## src/rtl/irq_sequencer.sv

```systemverilog
// -----------------------------------------------------------------------------
// irq_sequencer
//
// Front end for the CPU control FSM's interrupt handling. It synchronises the
// external NMI and IRQ pins, masks IRQ with the I flag of P, runs the
// post-reset CPU hold, and presents a single prioritised request (RESET, NMI
// or IRQ) to the control unit at instruction boundaries. It then tracks that
// request through acknowledge and completion.
//
// Ports:
//   clk            in   system clock, all state updates on posedge
//   rst            in   synchronous active-high reset
//   nmi_n          in   asynchronous NMI pin, active low, edge-triggered
//   irq_n          in   asynchronous IRQ pin, active low, level-sensitive
//   P_in[7:0]      in   processor status register, bit 2 = I (IRQ mask)
//   fetch_strobe   in   one-cycle pulse at the instruction boundary
//   int_ack        in   one-cycle pulse: interrupt sequence entered
//   int_done       in   one-cycle pulse: vector loaded, sequence finished
//   int_req        out  registered request to the control FSM
//   int_src[1:0]   out  00 none, 01 IRQ, 10 NMI, 11 RESET
//   int_vect[15:0] out  vector address for int_src (0 when int_src = 00)
//   brk_flag       out  B value pushed with P; always 0 (hardware source)
//   cpu_hold       out  high while the CPU must stall after reset
//   dbg_state[1:0] out  current FSM state (HOLD=0, IDLE=1, PEND=2, SERVICE=3)
//   dbg_nmi_latch  out  current NMI latch value
//
// Handshake: int_req acts as "valid" for the request described by
// int_src/int_vect. It stays high until the control unit accepts the request
// with int_ack, which plays the role of "ready". The transfer happens on the
// clock edge where int_req=1 and int_ack=1. int_src/int_vect then stay stable
// until int_done closes the sequence. int_ack without int_req is ignored, and
// int_done is only honoured after an accepted request.
// -----------------------------------------------------------------------------
module irq_sequencer #(
    parameter int          SYNC_STAGES = 2,
    parameter int          RESET_HOLD  = 6,
    parameter logic [15:0] VEC_NMI     = 16'hFFFA,
    parameter logic [15:0] VEC_RST     = 16'hFFFC,
    parameter logic [15:0] VEC_IRQ     = 16'hFFFE
) (
    input  logic        clk,
    input  logic        rst,
    input  logic        nmi_n,
    input  logic        irq_n,
    input  logic [7:0]  P_in,
    input  logic        fetch_strobe,
    input  logic        int_ack,
    input  logic        int_done,
    output logic        int_req,
    output logic [1:0]  int_src,
    output logic [15:0] int_vect,
    output logic        brk_flag,
    output logic        cpu_hold,
    output logic [1:0]  dbg_state,
    output logic        dbg_nmi_latch
);

    typedef enum logic [1:0] {
        ST_HOLD    = 2'd0,
        ST_IDLE    = 2'd1,
        ST_PEND    = 2'd2,
        ST_SERVICE = 2'd3
    } state_t;

    localparam logic [1:0] SRC_NONE = 2'b00;
    localparam logic [1:0] SRC_IRQ  = 2'b01;
    localparam logic [1:0] SRC_NMI  = 2'b10;
    localparam logic [1:0] SRC_RST  = 2'b11;

    localparam int HCW = (RESET_HOLD < 2) ? 1 : $clog2(RESET_HOLD + 1);

    function automatic logic [15:0] vec_for(input logic [1:0] src);
        logic [15:0] v;
        case (src)
            SRC_IRQ: v = VEC_IRQ;
            SRC_NMI: v = VEC_NMI;
            SRC_RST: v = VEC_RST;
            default: v = 16'h0000;
        endcase
        return v;
    endfunction

    // ------------------------------------------------------------------
    // Pin synchronisers. They reset to 1 (pin inactive) so that releasing
    // reset cannot look like an NMI falling edge.
    // ------------------------------------------------------------------
    logic [SYNC_STAGES-1:0] r_nmi_sync;
    logic [SYNC_STAGES-1:0] r_irq_sync;
    logic                   r_nmi_prev;
    logic                   w_nmi_s;
    logic                   w_irq_s;
    logic                   w_nmi_fall;
    logic                   w_irq_req;

    always_ff @(posedge clk) begin
        if (rst) begin
            r_nmi_sync <= '1;
            r_irq_sync <= '1;
            r_nmi_prev <= 1'b1;
        end else begin
            r_nmi_sync <= {r_nmi_sync[SYNC_STAGES-2:0], nmi_n};
            r_irq_sync <= {r_irq_sync[SYNC_STAGES-2:0], irq_n};
            r_nmi_prev <= w_nmi_s;
        end
    end

    assign w_nmi_s    = r_nmi_sync[SYNC_STAGES-1];
    assign w_irq_s    = r_irq_sync[SYNC_STAGES-1];
    assign w_nmi_fall = r_nmi_prev & ~w_nmi_s;
    assign w_irq_req  = ~w_irq_s & ~P_in[2];

    // Only the I flag of P matters here.
    logic w_p_unused;
    assign w_p_unused = ^{P_in[7:3], P_in[1:0]};

    // ------------------------------------------------------------------
    // State and registered outputs
    // ------------------------------------------------------------------
    state_t          r_state;
    logic [HCW-1:0]  r_hold_cnt;
    logic            r_nmi_latch;
    logic            r_cpu_hold;
    logic            r_int_req;
    logic [1:0]      r_int_src;
    logic [15:0]     r_int_vect;

    state_t          w_state_nxt;
    logic [HCW-1:0]  w_hold_cnt_nxt;
    logic            w_nmi_latch_nxt;
    logic            w_cpu_hold_nxt;
    logic            w_int_req_nxt;
    logic [1:0]      w_int_src_nxt;
    logic            w_latch_set;
    logic            w_latch_clr;

    // NMI edges are not recorded during the reset hold. The latch is cleared
    // when an NMI request is accepted, but a fresh edge arriving in that same
    // cycle must survive, so set has priority over clear.
    assign w_latch_set     = w_nmi_fall & (r_state != ST_HOLD);
    assign w_latch_clr     = (r_state == ST_PEND) & int_ack & (r_int_src == SRC_NMI);
    assign w_nmi_latch_nxt = w_latch_set | (r_nmi_latch & ~w_latch_clr);

    always_comb begin
        w_state_nxt    = r_state;
        w_hold_cnt_nxt = r_hold_cnt;
        w_cpu_hold_nxt = r_cpu_hold;
        w_int_req_nxt  = r_int_req;
        w_int_src_nxt  = r_int_src;

        case (r_state)
            ST_HOLD: begin
                w_cpu_hold_nxt = 1'b1;
                w_int_req_nxt  = 1'b0;
                // The counter is tested at 1 rather than 0 so that cpu_hold
                // drops on the same edge as the counter reaches zero. That
                // gives exactly RESET_HOLD high cycles after rst falls.
                if (r_hold_cnt <= HCW'(1)) begin
                    w_hold_cnt_nxt = '0;
                    w_cpu_hold_nxt = 1'b0;
                    w_state_nxt    = ST_PEND;
                    w_int_req_nxt  = 1'b1;
                    w_int_src_nxt  = SRC_RST;
                end else begin
                    w_hold_cnt_nxt = r_hold_cnt - HCW'(1);
                end
            end
            ST_IDLE: begin
                w_int_req_nxt = 1'b0;
                w_int_src_nxt = SRC_NONE;
                if (fetch_strobe && (r_nmi_latch || w_irq_req)) begin
                    w_state_nxt   = ST_PEND;
                    w_int_req_nxt = 1'b1;
                    w_int_src_nxt = r_nmi_latch ? SRC_NMI : SRC_IRQ;
                end
            end
            ST_PEND: begin
                w_int_req_nxt = 1'b1;
                if (int_ack) begin
                    // A simultaneous int_done is ignored.
                    w_state_nxt   = ST_SERVICE;
                    w_int_req_nxt = 1'b0;
                end else if (r_int_src == SRC_IRQ && r_nmi_latch) begin
                    // The only change allowed while pending: IRQ -> NMI upgrade.
                    w_int_src_nxt = SRC_NMI;
                end
            end
            ST_SERVICE: begin
                w_int_req_nxt = 1'b0;
                if (int_done) begin
                    w_state_nxt   = ST_IDLE;
                    w_int_src_nxt = SRC_NONE;
                end
            end
            default: begin
                w_state_nxt = ST_HOLD;
            end
        endcase
    end

    always_ff @(posedge clk) begin
        if (rst) begin
            r_state     <= ST_HOLD;
            r_hold_cnt  <= HCW'(RESET_HOLD);
            r_nmi_latch <= 1'b0;
            r_cpu_hold  <= 1'b1;
            r_int_req   <= 1'b0;
            r_int_src   <= SRC_NONE;
            r_int_vect  <= 16'h0000;
        end else begin
            r_state     <= w_state_nxt;
            r_hold_cnt  <= w_hold_cnt_nxt;
            r_nmi_latch <= w_nmi_latch_nxt;
            r_cpu_hold  <= w_cpu_hold_nxt;
            r_int_req   <= w_int_req_nxt;
            r_int_src   <= w_int_src_nxt;
            r_int_vect  <= vec_for(w_int_src_nxt);
        end
    end

    assign int_req       = r_int_req;
    assign int_src       = r_int_src;
    assign int_vect      = r_int_vect;
    assign brk_flag      = 1'b0;
    assign cpu_hold      = r_cpu_hold;
    assign dbg_state     = r_state;
    assign dbg_nmi_latch = r_nmi_latch;

endmodule

```

## config.mk

```make
export PLATFORM = sky130hd
export DESIGN_NAME = irq_sequencer
export DESIGN_NICKNAME = d
export VERILOG_FILES = /design/src/rtl/irq_sequencer.sv
export SDC_FILE = /design/constraint.sdc
export NUM_CORES = 1
export LEC_CHECK = 0
export CAP_MARGIN = 20
export CORE_MARGIN = 1.5
export CORE_UTILIZATION = 46
export CTS_CLUSTER_DIAMETER = 100
export DETAILED_ROUTE_END_ITERATION = 6
export MAX_ROUTING_LAYER = met4
export PLACE_DENSITY = 0.81
export SLEW_MARGIN = 20
export SYNTH_ARGS = -nofsm -noshare
export SYNTH_HDL_FRONTEND = slang
export SYNTH_SLANG_ARGS = --single-unit
```

## constraint.sdc

```tcl
create_clock -name clk -period 2.6 [get_ports clk]
set_input_delay 0.26 -clock clk [delete_from_list [all_inputs] [get_ports clk]]
set_output_delay 0.26 -clock clk [all_outputs]
set_load 0.005 [all_outputs]
```

==> flow_summary.yaml, run 1 <==
finish:
  multi_input_area_um2: 477
  regArea_um2: 360
  antenna_cells: 0
  num-fill-cells: 184
  final_nets: 146
  final_util_pct: 61.1
  drive_gt1_share_pct: 10.4
  syn_to_final_growth_pct: 22.6
  final_area_mm2: 0.00122
worst_setup_path:
  worstPathRequired_ns: 2.83
  crit_fanout: 6
  endpoint_kind: "flop"
  path_class: "flop to flop"
  ff2ff_path_depth: 7
  worstPathArrival_ns: 2.16
  startpoint_type: "flop"
power:
  p_seq_share_pct: 40.0
  p_leak_uw: 0.000470
  netSwitchingFraction_pct: 32.8
  power_frac_comb_pct: 42.3
  power_density_mw_per_mm2: 780
  internal_power_uw: 642
  switchingPower_uw: 313
  total_power_uw: 955
  peakVddDrop_mv: 0.498
  p_clk_share_pct: 17.7
timing:
  setup_tns_ns: 0
  drv_slew: 0
  setup_viol: 0
  fin_skew_ns: 0.0109
  rsz0062_at_grt: "false"
  fmax_mhz: 519
  tightest_slew_ns: 0.542
  min_period_over_period_pct: 74.1
  period_needed_ns: 1.93
  slew_headroom_pct: 63.8
  hold_viol_final: 0
die:
  fp.dieH_um: 49.6
  start_util_pct: 49.9
  std_cell_rows: 16
  die_w_um: 49.6
  core-area_mm2: 0.00200
  io_pins: 39
  die_area_mm2: 0.00246
clock_tree:
  ctsResizeCount: 0
  cts_setup_buffers: 0
  cts_tree: "done"
  clk_pin_slew_ns: 0.11
  cts_root_buf: "clkbuf_4"
  clock_tree.buffer_depth: 2
  cts_num_sinks: 18
  insertion_delay_ns: 0.29
  holdBufCountCts: 0
  numCtsBuffers: 3
  cts-htree-levels: 1
yosys:
  synth_cell_types: 44
  ys_seq_elements: 18
  synth_area_per_cell_um2: 9.16
  synth_top_area_share_pct: 36.1
  synth_top_area_cell: "dfxtp_1"
  yosysWarnings: 0
  syn-cell-area_um2: 998
  syn_inst: 109
  synth-seq-area-share_pct: 36.1
  synth_area_leaders: "dfxtp_1 36%, buf_4 11%, ha_1 6.3%, or2_2 3.1%, inv_1 2.6%"
drt:
  first_pass_iters: 6
  drc: 0
  vias_per_cell: 5.44
  drt_wl_total_mm: 1.83
  vias: 827
  drtIter0Drc: 29
  ant_nets: 0
  wl_per_cell_um: 12.1
global_route:
  grt_max_degree: 17
  grt_pass1_wl_mm: 3.15
  track_usage_pct: 16.9
  antenna_found_initial: 0
  grt_pass1_vias: 725
  overflow: 0
run:
  drv_cap: 0
placed_design:
  routabilityCongestion: 0.821
  numPortBuffers: 29
  dp_hpwl_mm: 1.39
  placed_area_mm2: 0.00119
min_path:
  min_delay_path_depth: 1
  min_path_type: "flop to flop"
outcome:
  outcome: "finished clean"
state kept, by name (all words and copies together) (netlist names), 2 cells and up:
| register | flops |
|---|---|
| r_irq_sync | 2 |
| dbg_state | 2 |
| int_src | 2 |
| int_vect | 3 |
| r_hold_cnt | 3 |
| r_nmi_sync | 2 |
cells in the mapped netlist, drive strengths merged:
master,number
nor3,1
o221a,1
nor3b,1
a311oi,2
and2,1
a21oi,4
or3,2
a21o,1
nor2b,2
dfxtp,18
nand3b,1
o21a,2
nor4b,1
nand4,1
or2b,2
o211a,1
a31oi,2
nand2b,1
nor2,5
o31ai,1
ha,5
a22oi,1
clkbuf,1
nor4,1
o41ai,1
conb,1
o221ai,2
nand2,5
nand4bb,1
a21boi,1
a211oi,1
o211ai,1
o21bai,2
or2,6
a211o,1
inv,7
nand3,3
buf,17
o2111ai,1
o21ba,1
layout make-up:
class | instances | area share (%)
inverters | 7 | 2.15
well taps | 27 | 2.76
clock buffers | 4 | 2.97
repair buffers | 29 | 23.7
flip-flops and latches | 18 | 29.4
multi-input cells | 67 | 39.0
through the flow:
stage / hold slack [ns] / setup slack (ns) / cells
finish: 0.421 / 0.674 / 152
global route: 0.445 / 0.491 / 152
CTS: 0.425 / 0.648 / 152
detailed placement: 0.399 / 0.479 / 148
global placement: 0.392 / 0.544 / 148
floorplan: 0.332 / 0.883 / 110
critical path: stages, from the launching register on:
cell,delay [ns]
dfxtp_1,0.44
ha_1,0.19
o21bai_1,0.20
a211oi_1,0.16
or3_1,0.42
ha_1,0.21
nor2_1,0.11
o21a_1,0.13
routing by layer:
layer	up-vias	GRT usage [%]	routed length [um]
met1	388	20.4	739
met3	2	3.64	141
li1	401	-	-
met2	36	27.8	936
met4	0	5.56	16
met5	-	-	0
path summary, 6_finish.rpt:
kind,end,startpoint,slack (ns)
setup / recovery,int_vect[2],r_hold_cnt[0],0.67
hold / removal,r_irq_sync[1],r_irq_sync[0],0.42
setup reg to reg,int_vect[2],r_hold_cnt[0],0.67
hold reg to reg,r_irq_sync[1],r_irq_sync[0],0.42
layout by cell type (no fill, tap or decap), types with 3 or more instances in the layout:
cell type,n
clkbuf_4,3
ha_1,5
inv_1,7
nand3_1,3
dfxtp_1,18
a21oi_1,4
clkdlybuf4s50_1,29
or2_2,5
nand2_1,5
nor2_1,5
power by group through the flow:
stage	clock network [uW]	registers [uW]	logic [uW]
3_3_place_gp	0	385	394
2_1_floorplan	0	374	298
5_1_grt	189	393	455
4_1_cts	176	383	407
6_report	169	382	404
3_5_place_dp	0	390	405
cell families (layout without fill, tap and decap cells):
family,Yosys count,in the layout,share of synthesized area (%)
adder cells (fa/ha/maj),5,5,6.27
buffers and inverters,25,40,16.5
AO/OA/AOI/OAI,26,26,20.7
flip-flops,18,18,36.1
other,1,2,0.376
AND/OR/NAND/NOR,34,34,20.1
Note: power is estimated with default switching activity, not from simulation.
==> inputs of run 2 (changes only) <==
- CORE_UTILIZATION: 46 -> 38
- PLACE_DENSITY: 0.81 -> 0.71
- clock period: 2.6 -> 1.6 ns (I/O delays scaled with it)
==> run 2 against run 1 <==
Compared with the run above:
- the run now ends with negative setup slack left
- largest power group unchanged
- maximum frequency grew 17%
- clock skew shrank 0.0098 ns
- cell count grew 18%
- wire length grew 33%
- highest routed layer unchanged
- critical path type unchanged
- sequential power grew 66%
- utilization grew 2.0 points
- critical path depth is the same
- sequential share of layout area shrank 5.3 points
- power grew 110%
- worst setup slack lost 0.72 ns
- die area grew 20%
==> flow_summary.yaml, run 2 (synthesis gave the netlist of run 1 again) <==
global_route:
  track_usage_pct: 20.2
  antenna_found_initial: 0
  grt_max_degree: 14
  grt_pass1_vias: 917
  overflow: 0
  grt_pass1_wl_mm: 4.07
drt:
  vias: 935
  first_pass_iters: 4
  vias_per_cell: 5.19
  drtIter0Drc: 12
  wl_per_cell_um: 13.6
  ant_nets: 0
  drt_wl_total_mm: 2.44
  drc: 0
clock_tree:
  cts_tree: "done"
  clock_tree.buffer_depth: 2
  cts-htree-levels: 1
  clk_pin_slew_ns: 0.10
  cts_num_sinks: 18
  numCtsBuffers: 3
  cts_root_buf: "clkbuf_4"
  insertion_delay_ns: 0.30
power:
  peakVddDrop_mv: 0.747
  power_density_mw_per_mm2: 1270
  total_power_uw: 1980
  p_leak_uw: 0.000620
finish:
  num-fill-cells: 223
  layout_commonest_cell: "clkdlybuf4s50_1"
  final_area_mm2: 0.00156
  regArea_um2: 378
  syn_to_final_growth_pct: 56.6
  final_nets: 172
  multi_input_area_um2: 594
  drive_gt1_share_pct: 38.7
  final_cell_mix: "29 x clkdlybuf4s50_1, 23 x buf_4, 10 x dfxtp_1"
  antenna_cells: 0
worst_setup_path:
  path_class: "flop to flop"
  worstPathArrival_ns: 1.85
  startpoint_type: "flop"
  crit_fanout: 4
  r2r_start: "r_hold_cnt[1]"
  slowest_stage: "or3_4"
  worstPathRequired_ns: 1.81
  ff2ff_path_depth: 7
  path_cells: "inv_2, ha_4, o21ba_4, or3_4, o221ai_4, ha_1, nor2b_1"
  endpoint_kind: "flop"
  max_stage_delay_ns: 0.41
  r2r_slack_ns: -0.04
  rr_endpoint: "int_vect[1]"
die:
  start_util_pct: 40.3
  fp.dieH_um: 54.3
  die_area_mm2: 0.00294
  die_w_um: 54.3
  core-area_mm2: 0.00248
  std_cell_rows: 18
  io_pins: 39
run:
  drv_cap: 0
min_path:
  min_path_type: "input pin to flop"
  min_to: "r_nmi_sync[0]"
  hp-start: "nmi_n"
  min_delay_path_depth: 2
placed_design:
  numPortBuffers: 29
  dp_hpwl_mm: 1.78
  routabilityCongestion: 0.831
  placed_area_mm2: 0.00138
timing:
  drv_slew: 0
  setup_tns_ns: -0.0805
  fmax_mhz: 609
  setup_viol: 2
  rsz0062_at_grt: "true"
  fin_skew_ns: 0.00112
  setup_ws_ns: -0.0419
  period_needed_ns: 1.64
  min_period_over_period_pct: 103
  hold_viol_final: 0
outcome:
  violations: "negative setup slack"
  outcome: "finished, violations left"
-- run 2: worst max-delay path: cells and delay by family, from the launching register on --
kind                       cells  cell delay, ns
and+or+nand+nor                2            0.53
adders and majority gates      2            0.37
DFF                            1            0.34
AOI/OAI and AO/OA              2            0.23
buffers and inverters          1            0.07
-- run 2: worst max path at each step --
stage | from | end | slack [ns]
final | r_hold_cnt[1] | int_vect[1] | -0.04
after global routing | r_hold_cnt[1] | int_vect[2] | -0.1
after detailed placement | P_in[2] | int_vect[2] | -0.35
after floorplan | dbg_state[1] | int_vect[1] | -0.1
after CTS | r_hold_cnt[1] | int_vect[1] | -0.05
after global placement | P_in[2] | int_vect[2] | -0.30
-- run 2: layout make-up --
class | instances | area share, %
clock buffers | 3 | 1.44
inverters | 7 | 1.68
multi-input cells | 67 | 38.0
flip-flops and latches | 18 | 24.2
well taps | 30 | 2.40
repair buffers | 55 | 32.3
-- run 2: power breakdown --
group	leakage [uW]	switching, uW	total (uW)	internal [uW]
registers	0.000151	93.9	634	541
logic	0.000455	426	1120	693
clock network	0.0000138	142	230	88.0
total	0.000620	662	1980	1320
-- run 2: routing by layer --
layer  global-route usage, %  up-vias  share of wire [%]
met5                       -        -                  0
met4                    9.58        0                1.9
met3                    3.83        5                4.0
met2                    34.7       33                 53
met1                    22.4      441                 41
li1                        -      456                  -
-- run 2: stage by stage --
step | utilization, % | setup slack (ns) | hold slack, ns | cells
after floorplan | - | -0.0950 | 0.232 | 110
after global placement | 55.5 | -0.299 | 0.402 | 173
after detailed placement | 55.5 | -0.345 | 0.403 | 173
after CTS | 60.8 | -0.0540 | 0.407 | 179
after global routing | 63.1 | -0.0984 | 0.433 | 180
final | 63.1 | -0.0419 | 0.410 | 180
-- run 2: timing repair --
| item | CTS | global route |
|---|---|---|
| setup buffers | 3 | 1 |
| hold buffers | 0 | 0 |
| endpoints found under the setup margin | 4 | 16 |
| pin swaps | 4 | 5 |
| resized for setup | 18 | 11 |
